### src/rtl/nibbler_clock_ctrl.sv
// ---------------------------------------------------------------------------
// nibbler_clock_ctrl
//
// Phase-clock controller for the Nibbler CPU. The core advances only in
// cycles where phase_en is high. This block divides the system clock by a
// programmable ratio and alternates fetch (phase 0) and execute (phase 1).
// A fetch/execute pair is one instruction. Four run modes are supported:
// halt, free-run, single-instruction step and counted burst. Completed
// instructions are counted in cyc_count.
//
// Parameters
//   DIV_W      width of the divide-ratio input
//   CNT_W      width of the burst length and the instruction counter
//
// Ports
//   clk        system clock; all state updates on the rising edge
//   rst_n      synchronous, active-low reset
//   mode       00 HALT, 01 RUN, 10 STEP, 11 BURST
//   div        divide ratio; 0 behaves as 1
//   step       level input; a rising edge requests one instruction in STEP
//   burst_len  number of instructions to run when BURST is entered
//   cnt_clr    synchronous clear of cyc_count (wins over an increment)
//   phase_en   one-cycle pulse: the CPU advances this cycle
//   phase      current phase, 0 fetch, 1 execute
//   cyc_count  completed instructions, wraps modulo 2^CNT_W
//   busy       a burst is in progress
//   halted     combinational: no tick can occur in the current cycle
// ---------------------------------------------------------------------------
module nibbler_clock_ctrl #(
  parameter int DIV_W = 8,
  parameter int CNT_W = 16
) (
  input  logic             clk,
  input  logic             rst_n,
  input  logic [1:0]       mode,
  input  logic [DIV_W-1:0] div,
  input  logic             step,
  input  logic [CNT_W-1:0] burst_len,
  input  logic             cnt_clr,
  output logic             phase_en,
  output logic             phase,
  output logic [CNT_W-1:0] cyc_count,
  output logic             busy,
  output logic             halted
);

  typedef enum logic [1:0] {
    MODE_HALT  = 2'b00,
    MODE_RUN   = 2'b01,
    MODE_STEP  = 2'b10,
    MODE_BURST = 2'b11
  } mode_t;

  // Registered state
  logic [1:0]       mode_q;     // mode seen last cycle, for change detection
  logic [DIV_W-1:0] pre;        // prescaler count within the current phase
  logic             armed;      // a step request is being executed
  logic             step_q;     // step delayed one cycle, for edge detection
  logic [CNT_W-1:0] remaining;  // instructions left in the current burst

  // Combinational control
  logic             mode_change;
  logic [DIV_W-1:0] div_eff;
  logic [DIV_W-1:0] div_m1;
  logic             active;
  logic             tick;
  logic             complete;
  logic             step_edge;
  logic             enter_burst;

  always_comb begin
    mode_change = (mode != mode_q);
    div_eff     = (div == '0) ? DIV_W'(1) : div;
    div_m1      = div_eff - DIV_W'(1);

    active = (mode == MODE_RUN)
           | ((mode == MODE_STEP)  & armed)
           | ((mode == MODE_BURST) & busy);

    // The >= compare means a divisor lowered below the current count fires
    // on the next cycle rather than wrapping the prescaler all the way round.
    tick = active & ~mode_change & (pre >= div_m1);

    // An instruction finishes when execute (phase 1) hands back to fetch.
    complete = tick & phase;

    step_edge   = step & ~step_q;
    enter_burst = mode_change & (mode == MODE_BURST);

    halted = ~active;
  end

  always_ff @(posedge clk) begin
    if (!rst_n) begin
      mode_q    <= MODE_HALT;
      pre       <= '0;
      phase     <= 1'b0;
      phase_en  <= 1'b0;
      cyc_count <= '0;
      busy      <= 1'b0;
      armed     <= 1'b0;
      step_q    <= 1'b0;
      remaining <= '0;
    end else begin
      mode_q   <= mode;
      step_q   <= step;
      phase_en <= tick;

      // Prescaler restarts on a tick, on a mode change and whenever idle.
      // It never exceeds div_m1 while counting, so it cannot overflow.
      if (active && !mode_change && !tick) begin
        pre <= pre + DIV_W'(1);
      end else begin
        pre <= '0;
      end

      // Phase is only touched by ticks, so halting or switching modes keeps
      // the CPU mid-instruction and resuming picks up where it left off.
      if (tick) begin
        phase <= ~phase;
      end

      if (cnt_clr) begin
        cyc_count <= '0;
      end else if (complete) begin
        cyc_count <= cyc_count + CNT_W'(1);
      end

      // Step request: armed only by a fresh edge in a settled STEP mode,
      // and released by the tick that finishes the instruction, so a
      // request made mid-instruction runs only the remaining phase.
      if (mode_change) begin
        armed <= 1'b0;
      end else if (complete) begin
        armed <= 1'b0;
      end else if (step_edge && (mode == MODE_STEP) && !armed) begin
        armed <= 1'b1;
      end

      // Burst bookkeeping. The length is latched only on entry; once the
      // burst drains the block idles until BURST is left and re-entered.
      if (mode_change) begin
        busy <= enter_burst && (burst_len != '0);
        if (enter_burst) begin
          remaining <= burst_len;
        end
      end else if (complete && (mode == MODE_BURST) && busy) begin
        remaining <= remaining - CNT_W'(1);
        if (remaining == CNT_W'(1)) begin
          busy <= 1'b0;
        end
      end
    end
  end

endmodule
### config.mk
export PLATFORM = sky130hd
export DESIGN_NAME = nibbler_clock_ctrl
export DESIGN_NICKNAME = d
export VERILOG_FILES = /design/src/rtl/nibbler_clock_ctrl.sv
export SDC_FILE = /design/constraint.sdc
export NUM_CORES = 1
export LEC_CHECK = 0
export CORE_MARGIN = 2
export CORE_UTILIZATION = 53
export CTS_CLUSTER_SIZE = 20
export DETAILED_ROUTE_END_ITERATION = 8
export PLACE_DENSITY = 0.8
export SETUP_SLACK_MARGIN = 0.1
export SLEW_MARGIN = 40
export SYNTH_ARGS = -nofsm -noshare
export SYNTH_HDL_FRONTEND = slang
export SYNTH_SLANG_ARGS = --single-unit
export TNS_END_PERCENT = 1
### constraint.sdc
create_clock -name clk -period 6.1 [get_ports clk]
set_clock_uncertainty 0.2 [all_clocks]
set_input_delay 1.525 -clock clk [delete_from_list [all_inputs] [get_ports clk]]
set_output_delay 1.525 -clock clk [all_outputs]
set_load 0.1 [all_outputs]
After elaboration in Yosys (flattened, before gate mapping)
Index checks and enable logic that the tools add are counted.
{"block": "totals", "regBits": 47, "output_inout_bits": 20, "elab_cells": 60}
{"block": "op_classes", "eq_ne": 6, "muxes": 7, "n_addsub": 4, "bitwise_logic": 14, "reduce_logical": 19, "n_lt_le_gt_ge": 1}
{"cell": "16-bit two-way mux", "count": 3}
{"cell": "16-bit by 1-bit adder with 16-bit output, second input constant", "count": 1}
{"cell": "16-bit by 1-bit == test with 1-bit output, second input constant", "count": 1}
{"cell": "16-bit nonzero test", "count": 1}
{"cell": "16-bit by 1-bit subtractor with 16-bit output, second input constant", "count": 1}
{"cell": "8-bit by 1-bit adder with 8-bit output, second input constant", "count": 1}
{"cell": "8-bit >= comparator", "count": 1}
{"cell": "8-bit logical NOT", "count": 1}
{"cell": "8-bit two-way mux", "count": 1}
{"cell": "8-bit by 1-bit subtractor with 8-bit output, second input constant", "count": 1}
{"cell": "1-bit AND", "count": 7}
{"cell": "1-bit logical AND", "count": 7}
{"cell": "2-bit AND reduction", "count": 3}
{"cell": "1-bit inverter", "count": 5}
{"cell": "2-bit == test, second input constant", "count": 2}
{"cell": "2-bit nonzero test", "count": 2}
{"cell": "1-bit logical NOT", "count": 3}
{"cell": "1-bit two-way mux", "count": 3}
{"cell": "3-bit OR reduction", "count": 1}
{"cell": "2-bit by 1-bit == test with 1-bit output, second input constant", "count": 1}
{"cell": "2-bit by 1-bit inequality test with 1-bit output, second input constant", "count": 1}
{"cell": "2-bit inequality test", "count": 1}
{"cell": "1-bit OR", "count": 2}
{"cell": "2-bit OR reduction", "count": 1}

Depth between registers and ports, before layout
Gate-level depths: netlist of the first run.
{"block": "depth", "ltp_word": 11, "mapped_depth": 16}

Least setup slack after synthesis of the first run
No wires, ideal clock.
{"block": "synth_path", "kind": "in2out", "start": "input mode[1]", "end": "output halted", "t_arrival_ns": 3.886, "cell_stages": 3, "slack_ns": 0.489, "path_cell_list": "buf_2 > nand2_1 > o21ai_0"}
{"block": "synth_between", "elab_chain_len": 5, "word_cells_on_any_way": 8, "classes_between": "eq/ne: 3; bitwise: 5"}
{"element": "start, declared", "line": "35", "text": "input logic [1:0] mode,"}
{"element": "2-bit == test", "line": "77", "text": "| ((mode == MODE_STEP) & armed)"}
{"element": "1-bit AND", "line": "77"}
{"element": "1-bit OR", "line": "77"}
{"element": "1-bit OR (*)", "line": "78", "text": "| ((mode == MODE_BURST) & busy);"}
{"element": "1-bit inverter (*)", "line": "90", "text": "halted = ~active;"}
{"element": "end, declared", "line": "44", "text": "output logic halted"}
Mark *: on every way between the ends. The rest lies on a longest branch, timed or not.

Final worst setup path of the first run
{"block": "layout_path", "start": "input div[0]", "end": "register remaining[8]"}
{"block": "layout_between", "elab_chain_len": 10}
{"element": "start, declared", "line": "36", "text": "input logic [DIV_W-1:0] div,"}
{"element": "8-bit logical NOT", "line": "73", "text": "div_eff = (div == '0) ? DIV_W'(1) : div;"}
{"element": "8-bit two-way mux (*)", "line": "73"}
{"element": "8-bit by 1-bit subtractor with 8-bit output (*)", "line": "74", "text": "div_m1 = div_eff - DIV_W'(1);"}
{"element": "8-bit >= comparator (*)", "line": "82", "text": "tick = active & ~mode_change & (pre >= div_m1);"}
{"element": "1-bit AND (*)", "line": "82"}
{"element": "1-bit AND (*)", "line": "85", "text": "complete = tick & phase;"}
{"element": "1-bit logical AND (*) (2 in a row)", "line": "147", "text": "end else if (complete && (mode == MODE_BURST) && busy) begin"}
{"element": "2-bit nonzero test (no line) (*)"}
{"element": "2-bit AND reduction (no line) (*)"}
{"element": "end signal, assigned", "line": "145", "text": "remaining <= burst_len;"}
{"element": "end signal, assigned", "line": "148", "text": "remaining <= remaining - CNT_W'(1);"}
{"element": "end, declared", "line": "59", "text": "logic [CNT_W-1:0] remaining;"}
Marks and branches as above.
A chain may end at the register's enable or synchronous reset.

==> results.md, run 1 <==
- First-pass GRT wire length: ~12000 um
- # clock sinks: 47
- Avg Synthesized Cell Area: approximately 8 sq um
- Post-CTS Hold Buffers: 0
- Simple-Gate Fraction of Synth Area: 0.2891
- Max_slew headroom: 0.4444
- Setup CP Type: input port to flop
- Critical-path cell list: clkdlybuf4s50_1, or3_1, or3_1, nor4_1, nor2_1, ha_1, nand2_1, nor3_1, xnor2_1, ha_1, nand4_1, a21oi_1, a211oi_2, or2_1, o32ai_1
- XOR/XNOR share of the synthesized area: 0.03348
- Clock-pin slew on the worst setup and hold paths: 90 ps
- Clk buf depth: 2
- Largest family of logic cells by synthesized area: simple AND/OR/NAND/NOR gates
- H-Tree Depth: 2
- Post-synth ARST share: 0
- Die width: slightly below 80 um
- Filler cells: 445
- Reg power frac: 0.483
- Startpoint types: input port
- Wirelength per Cell: 15.12 um
- Max Fanout on Critical Path: 15
- Pwr/cell area: about 190 nW/um^2
- CTS root buffer: clkbuf_8
- Pleak: ~0.0012 uW
- Synth top area share: 0.3270
- CTS Buf Count: 5
- Initial antenna violation count: 0
- WP buf/inv: 1
- Ratio of cells with drive above 1 in the final layout: 0.1111
- CTS resizes: 0
- Layout Area Growth over Synthesis: 18.13%
- TNS Setup: 0 ps
- Sw Share: 0.2667
- Worst Hold Class: flop to flop
- Die Ht: 77.69 um
- Worst-skew pair later-pin latency: 300 ps
- Distinct cell type count after synthesis: 49
- Drt first pass iters: 4
- Tot GR Track Use: 0.2437
- Via Count: 2900
- P_sw: 174.6 uW
- Post-synth EDFFs: 0
- Crit-path slowest cell: or2_1
- Largest net degree at the start of global routing: 37
- Worst Tran Pin Value: 830.4 ps
- Post-Synthesis Cells: 359
- Total grt overflow: 0
- Crit path largest cell delay: about 460 ps
- Synth Area in Compound Gates: 0.2391
- Fmax: 184.5 MHz
- Ys Warns: 0
- # DRC: 0
- RSZ-0062 raised after global routing: false
- CP Data Required Time: roughly 6000 ps
- Yosys top cell by area: dfxtp_1
- Antenna diodes: 0
- Mux contribution to synthesized area: 0.01043
- Synthesized area: between 2000 and 3000 sq um
- Min Tclk post-route: 5419 ps
- Post-synth net total: 402
- P_int: 479.9 uW
- CTS tree: done
- GP Congestion: about 0.89
- Iter 0 DRT Violations: 151
- Clock power share: 0.338
- Period utilization: 0.8884
- Vias per cell: 6.223
- Primary FF master, synth: dfxtp_1
- Logic pwr share: 0.179
- Cell Rows: 26
- Status: completed
- Buffers added on ports: 49
- Worst setup EP type: flop
- Register area share after synthesis: 0.3270
- ANT nets after route: 0
- CP delay by family, top: simple AND/OR/NAND/NOR gates
- Initial Util: 0.5564
- Vias in the first global route: around 2700
- Final Max Slew Viols: 0
- Synth Area in Adders: 0.05652
- Peak VDD IR: 0.1098 mV
- Final setup viols: 0
- Final Hold Viols: 0
- Max capacitance violation total: 0
- Synthesized flop and latch total: 47
- Worst Path Arrival: 5430 ps
- Net count, final: ~440
- Core Area: 5172 sq um
- WHS: 282.2 ps
- Number of top-level pins: 50
- Die area: about 6000 sq um
- Postcts setup bufs: 0
- Top cells by area, synth: dfxtp_1 33%, ha_1 5.7%, a21oi_1 5.0%
- Routed wire length: 7046 um
- Detailed Place HPWL: approximately 5000 um
## layout make-up
cell class	count	area (sq um)	share of cell area
clock buffers	6	72.57	0.02135
clock inverters	1	30.03	0.008833
inverters	8	30.03	0.008833
multi-input cells	282	1823	0.5363
flip-flops and latches	47	940.9	0.2768
well taps	70	87.58	0.02576
repair buffers	52	415.4	0.1222
## registers in the layout (all words and copies together), names as in the netlist
signal and cells:
cyc_count 16, remaining 16, pre 8, mode_q 2, armed 1, busy 1
phase 1, phase_en 1, step_q 1
## cells in the final DEF, fill, tap and decap left out, drive strengths merged, types with 3 or more instances in the layout
cell type	instances
xnor2	3
xor2	8
o21ai	9
o31ai	18
clkdlybuf4s50	29
nor4	14
a21oi	29
nand4	10
a31oi	4
and3	4
dfxtp	47
or2	9
o21a	4
mux2i	3
nor2	35
nand2	24
o311ai	15
nor3	14
and2	5
a21o	3
or3	7
nand3	15
or4	9
ha	13
inv	7
clkbuf	6
buf	23
a22oi	3
## logic make-up after synthesis
logic type | count (synthesis)
simple gates | 156
flops | 47
xor+xnor | 11
compound gates | 99
fa+ha+maj | 13
mux | 3
buf+inv | 30
## synthesized netlist by cell type (8+ instances only)
cell,instances
a21oi_1,29
buf_2,9
clkbuf_1,12
dfxtp_1,47
ha_1,13
nand2_1,24
nand3_1,15
nand4_1,10
nor2_1,35
nor3_1,13
nor4_1,14
o311ai_0,15
o31ai_1,18
or4_1,8
xor2_1,8
## power groups by stage
stage,Clock [uW],Combinational (uW),Sequential [uW]
3_3_place_gp,0,114,323
6_report,221,117,316
4_1_cts,228,116,316
2_1_floorplan,0,74.2,324
5_1_grt,238,129,317
3_5_place_dp,0,115,323
## layer usage
metal / vias to the layer above / GRT usage / share of wire / routed length, um
li1: 1454 / - / - / -
met2: 84 / 0.4155 / 0.48 / 3407
met4: 0 / 0.06964 / 0.011 / 80
met1: 1355 / 0.3161 / 0.46 / 3228
met3: 7 / 0.04070 / 0.047 / 329
met5: - / 0 / 0 / 0
## tightest hold or removal path, stage by stage (launching register included)
cell	delay, ps
dfxtp_1	330
nand2_1	60
o32ai_1	50
## final timing paths
check / start / end / slack [ps] / cells past startpoint
worst max register to register: pre[0]$_SDFF_PN0_ / remaining[0]$_SDFFE_PN0P_ / 3390 / 7
worst max-delay path: div[0] / remaining[8]$_SDFFE_PN0P_ / 680 / 15
worst min-delay path: remaining[15]$_SDFFE_PN0P_ / remaining[15]$_SDFFE_PN0P_ / 280 / 2
worst min register to register: remaining[15]$_SDFFE_PN0P_ / remaining[15]$_SDFFE_PN0P_ / 280 / 2
## per-stage QoR
step	cells	util	worst slack [ps]	area (sq um)	total power [uW]
2_1_floorplan	359	-	489.5	2878	398.5
3_3_place_gp	459	0.6538	391.0	3382	436.7
3_5_place_dp	459	0.6374	374.2	3297	438.8
4_1_cts	466	0.6572	682.6	3400	660.5
5_1_grt	466	0.6572	356.9	3400	684.4
6_report	466	0.6572	680.7	3400	654.5
Power figures use the tool's default switching activity.
==> run 2: changes to the inputs <==
--- a/config.mk
+++ b/config.mk
@@ -5,6 +5,8 @@
 export SDC_FILE = /design/constraint.sdc
 export NUM_CORES = 1
 export LEC_CHECK = 0
+export CAP_MARGIN = 20
+export CORE_ASPECT_RATIO = 1.5
 export CORE_MARGIN = 2
 export CORE_UTILIZATION = 53
 export CTS_CLUSTER_SIZE = 20
==> run 2 against run 1 <==
Setup slack got worse by 48 ps. Cell area increased by 1.1%. First-iteration DRC count increased by 64%. Routed wire length increased by 4.0%. Final cell count unchanged. Clock power increased by 23%. Sequential share of layout area decreased by 0.30 points. Register-to-register slack got worse by 30 ps. Total power increased by 8.0%. Hold slack improved by 6.7 ps.
==> results.md, run 2 (synthesized netlist as in run 1, its figures left out) <==
- Status: completed
- Cell Rows: 32
- Fmax: 182.9 MHz
- Initial antenna violation count: 0
- Clk buf depth: 2
- Buffers added on ports: 49
- Worst Hold Class: flop to flop
- ANT nets after route: 0
- Die area: 6047 sq um
- Max_slew headroom: 0.4984
- Worst Tran Pin Value: 747.3 ps
- Clock-pin slew on the worst setup and hold paths: 90 ps
- Number of top-level pins: 50
- Crit path largest cell delay: 460 ps
- WP buf/inv: 2
- Max capacitance violation total: 0
- # DRC: 0
- Startpoint types: input port
- DP Worst Slack: 357.1 ps
- Period utilization: 0.8962
- Setup CP Type: input port to flop
- Routed wire length: 7325 um
- Min setup slack post-route: 633.1 ps
- Die width: 64.17 um
- GP Congestion: between 0.8 and 0.9
- Iter 0 DRT Violations: around 250
- Tot GR Track Use: 0.2542
- Ratio of cells with drive above 1 in the final layout: 0.1181
- Seq. cell area: 940.9 sq um
- CTS tree: done
- CTS Buf Count: 5
- Vias in the first global route: 2765
- Post-CTS Hold Buffers: 0
- Largest net degree at the start of global routing: 37
- Final std cells w/o fill: 466
- Critical-path cell list: clkdlybuf4s50_1, or3_1, or3_1, nor4_1, nor2_1, ha_1, nand2_1, nor3_1, xnor2_1, ha_1, nand4_1, a21oi_1, a211oi_2, buf_4, o311ai_0, o31ai_1
- Wirelength per Cell: ~16 um
- Post-layout total power: 706.6 uW
- # clock sinks: 47
- CP delay by family, top: simple AND/OR/NAND/NOR gates
- Antenna diodes: 0
- Drt first pass iters: 5
- Dpl cells: about 460
- Layout Area Growth over Synthesis: 19.43%
- Top Registers: cyc_count: 16 flops, remaining: 16 flops, pre: 8 flops
- Multi-input combinational cell area: 1826 sq um
- First-pass GRT wire length: 12460 um
- Pleak: 0.001248 uW
- Net count, final: 440
- TNS Setup: 0 ps
- Crit-path slowest cell: o311ai_0
- Via Count: 2940
- Worst Path Arrival: 5440 ps
- RSZ-0062 raised after global routing: false
- Commonest non-fill, non-tap cell in the layout: dfxtp_1
- Postcts setup bufs: 0
- Initial Util: 0.5529
- Filler cells: roughly 470
- Vias per cell: 6.309
- CTS resizes: 0
- Most frequent cells in the layout: 47 x dfxtp_1, 33 x nor2_1, 29 x clkdlybuf4s50_1, 28 x a21oi_1, 24 x nand2_1
- Peak VDD IR: ~0.14 mV
- Detailed Place HPWL: 5400 um
- Total grt overflow: 0
- Final setup viols: 0
- Post-route cell area: approximately 3400 sq um
- Max Fanout on Critical Path: 17
- Min Tclk post-route: 5467 ps
- Core Area: 5205 sq um
- H-Tree Depth: 2
- Pwr/cell area: 205.6 nW/um^2
- Die Ht: 94.25 um
- Worst setup EP type: flop
- Final Max Slew Viols: 0
- Placed inst area: ~3300 sq um
- Final Hold Viols: 0
- CP Data Required Time: 6070 ps
- Worst-skew pair later-pin latency: 300 ps
- CTS root buffer: clkbuf_8
run 2: area by class of cell:
type,instances,share of cell area
repair buffers,53,0.1230
inverters,8,0.008737
clock buffers,6,0.02111
flip-flops and latches,47,0.2738
multi-input cells,282,0.5311
well taps,68,0.02475
clock inverters,2,0.01747
run 2: final timing paths:
kind,cells after the start,to,start,slack (ps)
worst max-delay path,16,remaining[12]$_SDFFE_PN0P_,div[0],630
worst min-delay path,2,cyc_count[14]$_SDFFE_PP0P_,cyc_count[14]$_SDFFE_PP0P_,290
worst max register to register,7,pre[4]$_SDFF_PN0_,pre[0]$_SDFF_PN0_,3360
worst min register to register,2,cyc_count[14]$_SDFFE_PP0P_,cyc_count[14]$_SDFFE_PP0P_,290
run 2: where the power goes:
part	internal (uW)	switching, uW	total (uW)	leakage, uW
sequential	311	5.09	316	0.000380
combinational	49.2	69.3	118	0.000803
clock	164	108	272	0.0000654
total	524	182	707	0.00125
run 2: layer usage:
metal	track usage	share of wire
met1	0.3098	0.42
met3	0.02998	0.052
met2	0.4418	0.50
met5	0	0
met4	0.1170	0.021
run 2: per-stage QoR:
| stage | utilization | hold WS (ps) |
|---|---|---|
| after floorplan | - | 247.7 |
| after global placement | 0.6507 | 264.6 |
| after detailed placement | 0.6344 | 282.5 |
| after CTS | 0.6599 | 294.2 |
| after global routing | 0.6603 | 323.8 |
| final | 0.6603 | 288.9 |
run 2: worst reg2reg max path: cells and delay by family (launching register included):
| kind | cells | cell delay, ps |
|---|---|---|
| AND/OR/NAND/NOR | 3 | 940 |
| AO/OA/AOI/OAI | 2 | 760 |
| flip-flops | 1 | 420 |
| adder cells (fa/ha/maj) | 1 | 280 |
| buffers and inverters | 1 | 80 |
==> run 3: changes to the inputs <==
--- a/config.mk
+++ b/config.mk
@@ -7,7 +7,6 @@
 export LEC_CHECK = 0
 export CAP_MARGIN = 20
 export CORE_ASPECT_RATIO = 1.5
-export CORE_MARGIN = 2
 export CORE_UTILIZATION = 53
 export CTS_CLUSTER_SIZE = 20
 export DETAILED_ROUTE_END_ITERATION = 8
==> run 3 against run 2 <==
Total power down 9.9%. Routed wire length down 0.49%. Cell area down 1.2%. First-iteration DRC count down 2.0%. Critical endpoint is now remaining[0]$_SDFFE_PN0P_.
==> results.md, run 3 (synthesized netlist as in run 1, its figures left out) <==
- Total grt overflow: 0
- RSZ-0062 raised after global routing: false
- Worst-skew pair later-pin latency: 310 ps
- Most frequent cells in the layout: 47 x dfxtp_1, 33 x nor2_1, 29 x clkdlybuf4s50_1, 28 x a21oi_1, 24 x nand2_1
- GR Util met2: 0.4744
- Number of top-level pins: 50
- Pleak: roughly 0.0012 uW
- Buffers added on ports: 49
- Filler cells: 463
- Final Max Slew Viols: 0
- Met3 Track Usage GR: 0.03483
- Pwr/cell area: 187.5 nW/um^2
- Busiest grt layer: met2
- Crit-path slowest cell: or2_1
- TNS Setup: 0 ps
- Routed wire length: 7289 um
- Peak VDD IR: 0.1145 mV
- Initial Util: 0.5572
- Tot GR Track Use: 0.2585
- Vias in the first global route: approximately 2800
- Vias per cell: 6.305
- CTS tree: done
- Critical-path cell list: clkdlybuf4s50_1, or3_1, or3_1, nor4_1, nor2_1, ha_1, nand2_1, nor3_1, xnor2_1, ha_1, nand4_1, a21oi_1, a211oi_2, or2_1, o221a_2
- H-Tree Depth: 2
- Worst setup EP type: flop
- Clk buf depth: 2
- Final Hold Viols: 0
- CTS resizes: 0
- Max_slew headroom: 0.4493
- Fmax: 181.0 MHz
- Post-CTS Hold Buffers: 0
- Min Tclk post-route: about 5500 ps
- Ratio of cells with drive above 1 in the final layout: 0.1184
- First-pass GRT wire length: between 10000 and 15000 um
- ANT nets after route: 0
- Startpoint types: input port
- Drt first pass iters: 5
- Wirelength per Cell: between 15 and 20 um
- Multi-input combinational cell area: ~1800 sq um
- Worst Path Arrival: 5520 ps
- Period utilization: 0.9055
- Dpl cells: 457
- Worst Tran Pin Value: roughly 820 ps
- Initial antenna violation count: 0
- Detailed Place HPWL: 5171 um
- CTS root buffer: clkbuf_8
- Clock-pin slew on the worst setup and hold paths: about 80 ps
- Die Ht: 92.25 um
- Final setup viols: 0
- Crit path largest cell delay: 480 ps
- Setup CP Type: input port to flop
- Met1 usage: 0.2980
- GP Congestion: 0.8625
- Via Count: 2932
- CP delay by family, top: simple AND/OR/NAND/NOR gates
- Worst Hold Class: flop to flop
- Antenna diodes: 0
- Iter 0 DRT Violations: 242
- # DRC: 0
- Top Registers: cyc_count: 16 flops, remaining: 16 flops, pre: 8 flops
- Final std cells w/o fill: 465
- Commonest non-fill, non-tap cell in the layout: dfxtp_1
- Post-route cell area: 3396 sq um
- Largest net degree at the start of global routing: 37
- Net count, final: about 440
- Postcts setup bufs: 0
- Seq. cell area: between 900 and 1000 sq um
- Max capacitance violation total: 0
- CP Data Required Time: 6100 ps
- Cell Rows: 32
- Core Area: 5165 sq um
- Layout Area Growth over Synthesis: 18.00%
- Die width: 62.17 um
- # clock sinks: 47
- Status: completed
- CTS Buf Count: 5
- Die area: between 5000 and 6000 sq um
- Max Fanout on Critical Path: 15
- WP buf/inv: 1
- Placed inst area: 3294 sq um
run 3: changes by cell type in the layout (fill, tap and decap cells not counted):
cell        before  now
buf_4            5    4
clkbuf_1         1    0
clkbuf_8         5    6
clkinv_4         0    1
bufinv_16        2    0
clkinvlp_4       0    1
run 3: worst reg2reg max path, stage by stage, from the launching register on:
cell and delay [ps]:
dfxtp_1 440, inv_1 80, ha_1 280, nand2b_1 140
a2111o_1 490, a211oi_2 260, or2_1 550, o221a_2 300
run 3: stage by stage:
stage	total power (uW)	setup slack [ps]	utilization	hold slack, ps
floorplan	398.5	489.5	-	247.7
global placement	437.5	371.3	0.6543	259.7
detailed placement	439.8	305.8	0.6378	271.5
CTS	636.9	619.9	0.6570	283.3
global route	663.0	297.5	0.6575	311.8
finish	636.7	576.4	0.6575	289.3
run 3: power by group:
group / switching, uW / internal (uW) / total [uW]
clock: 109 / 92.6 / 202
combinational: 69.6 / 48.8 / 118
sequential: 5.28 / 311 / 316
run 3: layout make-up:
class | count | area share
Timing Repair Buffer | 52 | 0.1223
Clock buffer | 6 | 0.02432
Sequential cell | 47 | 0.2771
Clock inverter | 2 | 0.004790
Multi-Input combinational cell | 282 | 0.5376
Inverter | 8 | 0.008843
Tap cell | 68 | 0.02506
run 3: worst paths after layout:
check | start | cells after the start | slack, ps | to
max | div[0] | 15 | 580 | remaining[0]$_SDFFE_PN0P_
min reg2reg | remaining[15]$_SDFFE_PN0P_ | 2 | 290 | remaining[15]$_SDFFE_PN0P_
min | remaining[15]$_SDFFE_PN0P_ | 2 | 290 | remaining[15]$_SDFFE_PN0P_
max reg2reg | pre[0]$_SDFF_PN0_ | 7 | 3300 | remaining[0]$_SDFFE_PN0P_
run 3: metal layers:
metal  vias up  share of wire  routed length [um]
met2       109           0.52                3764
li1       1448              -                   -
met3        14          0.048                 348
met4         0          0.016                 119
met1      1361           0.42                3057
met5         -              0                   0
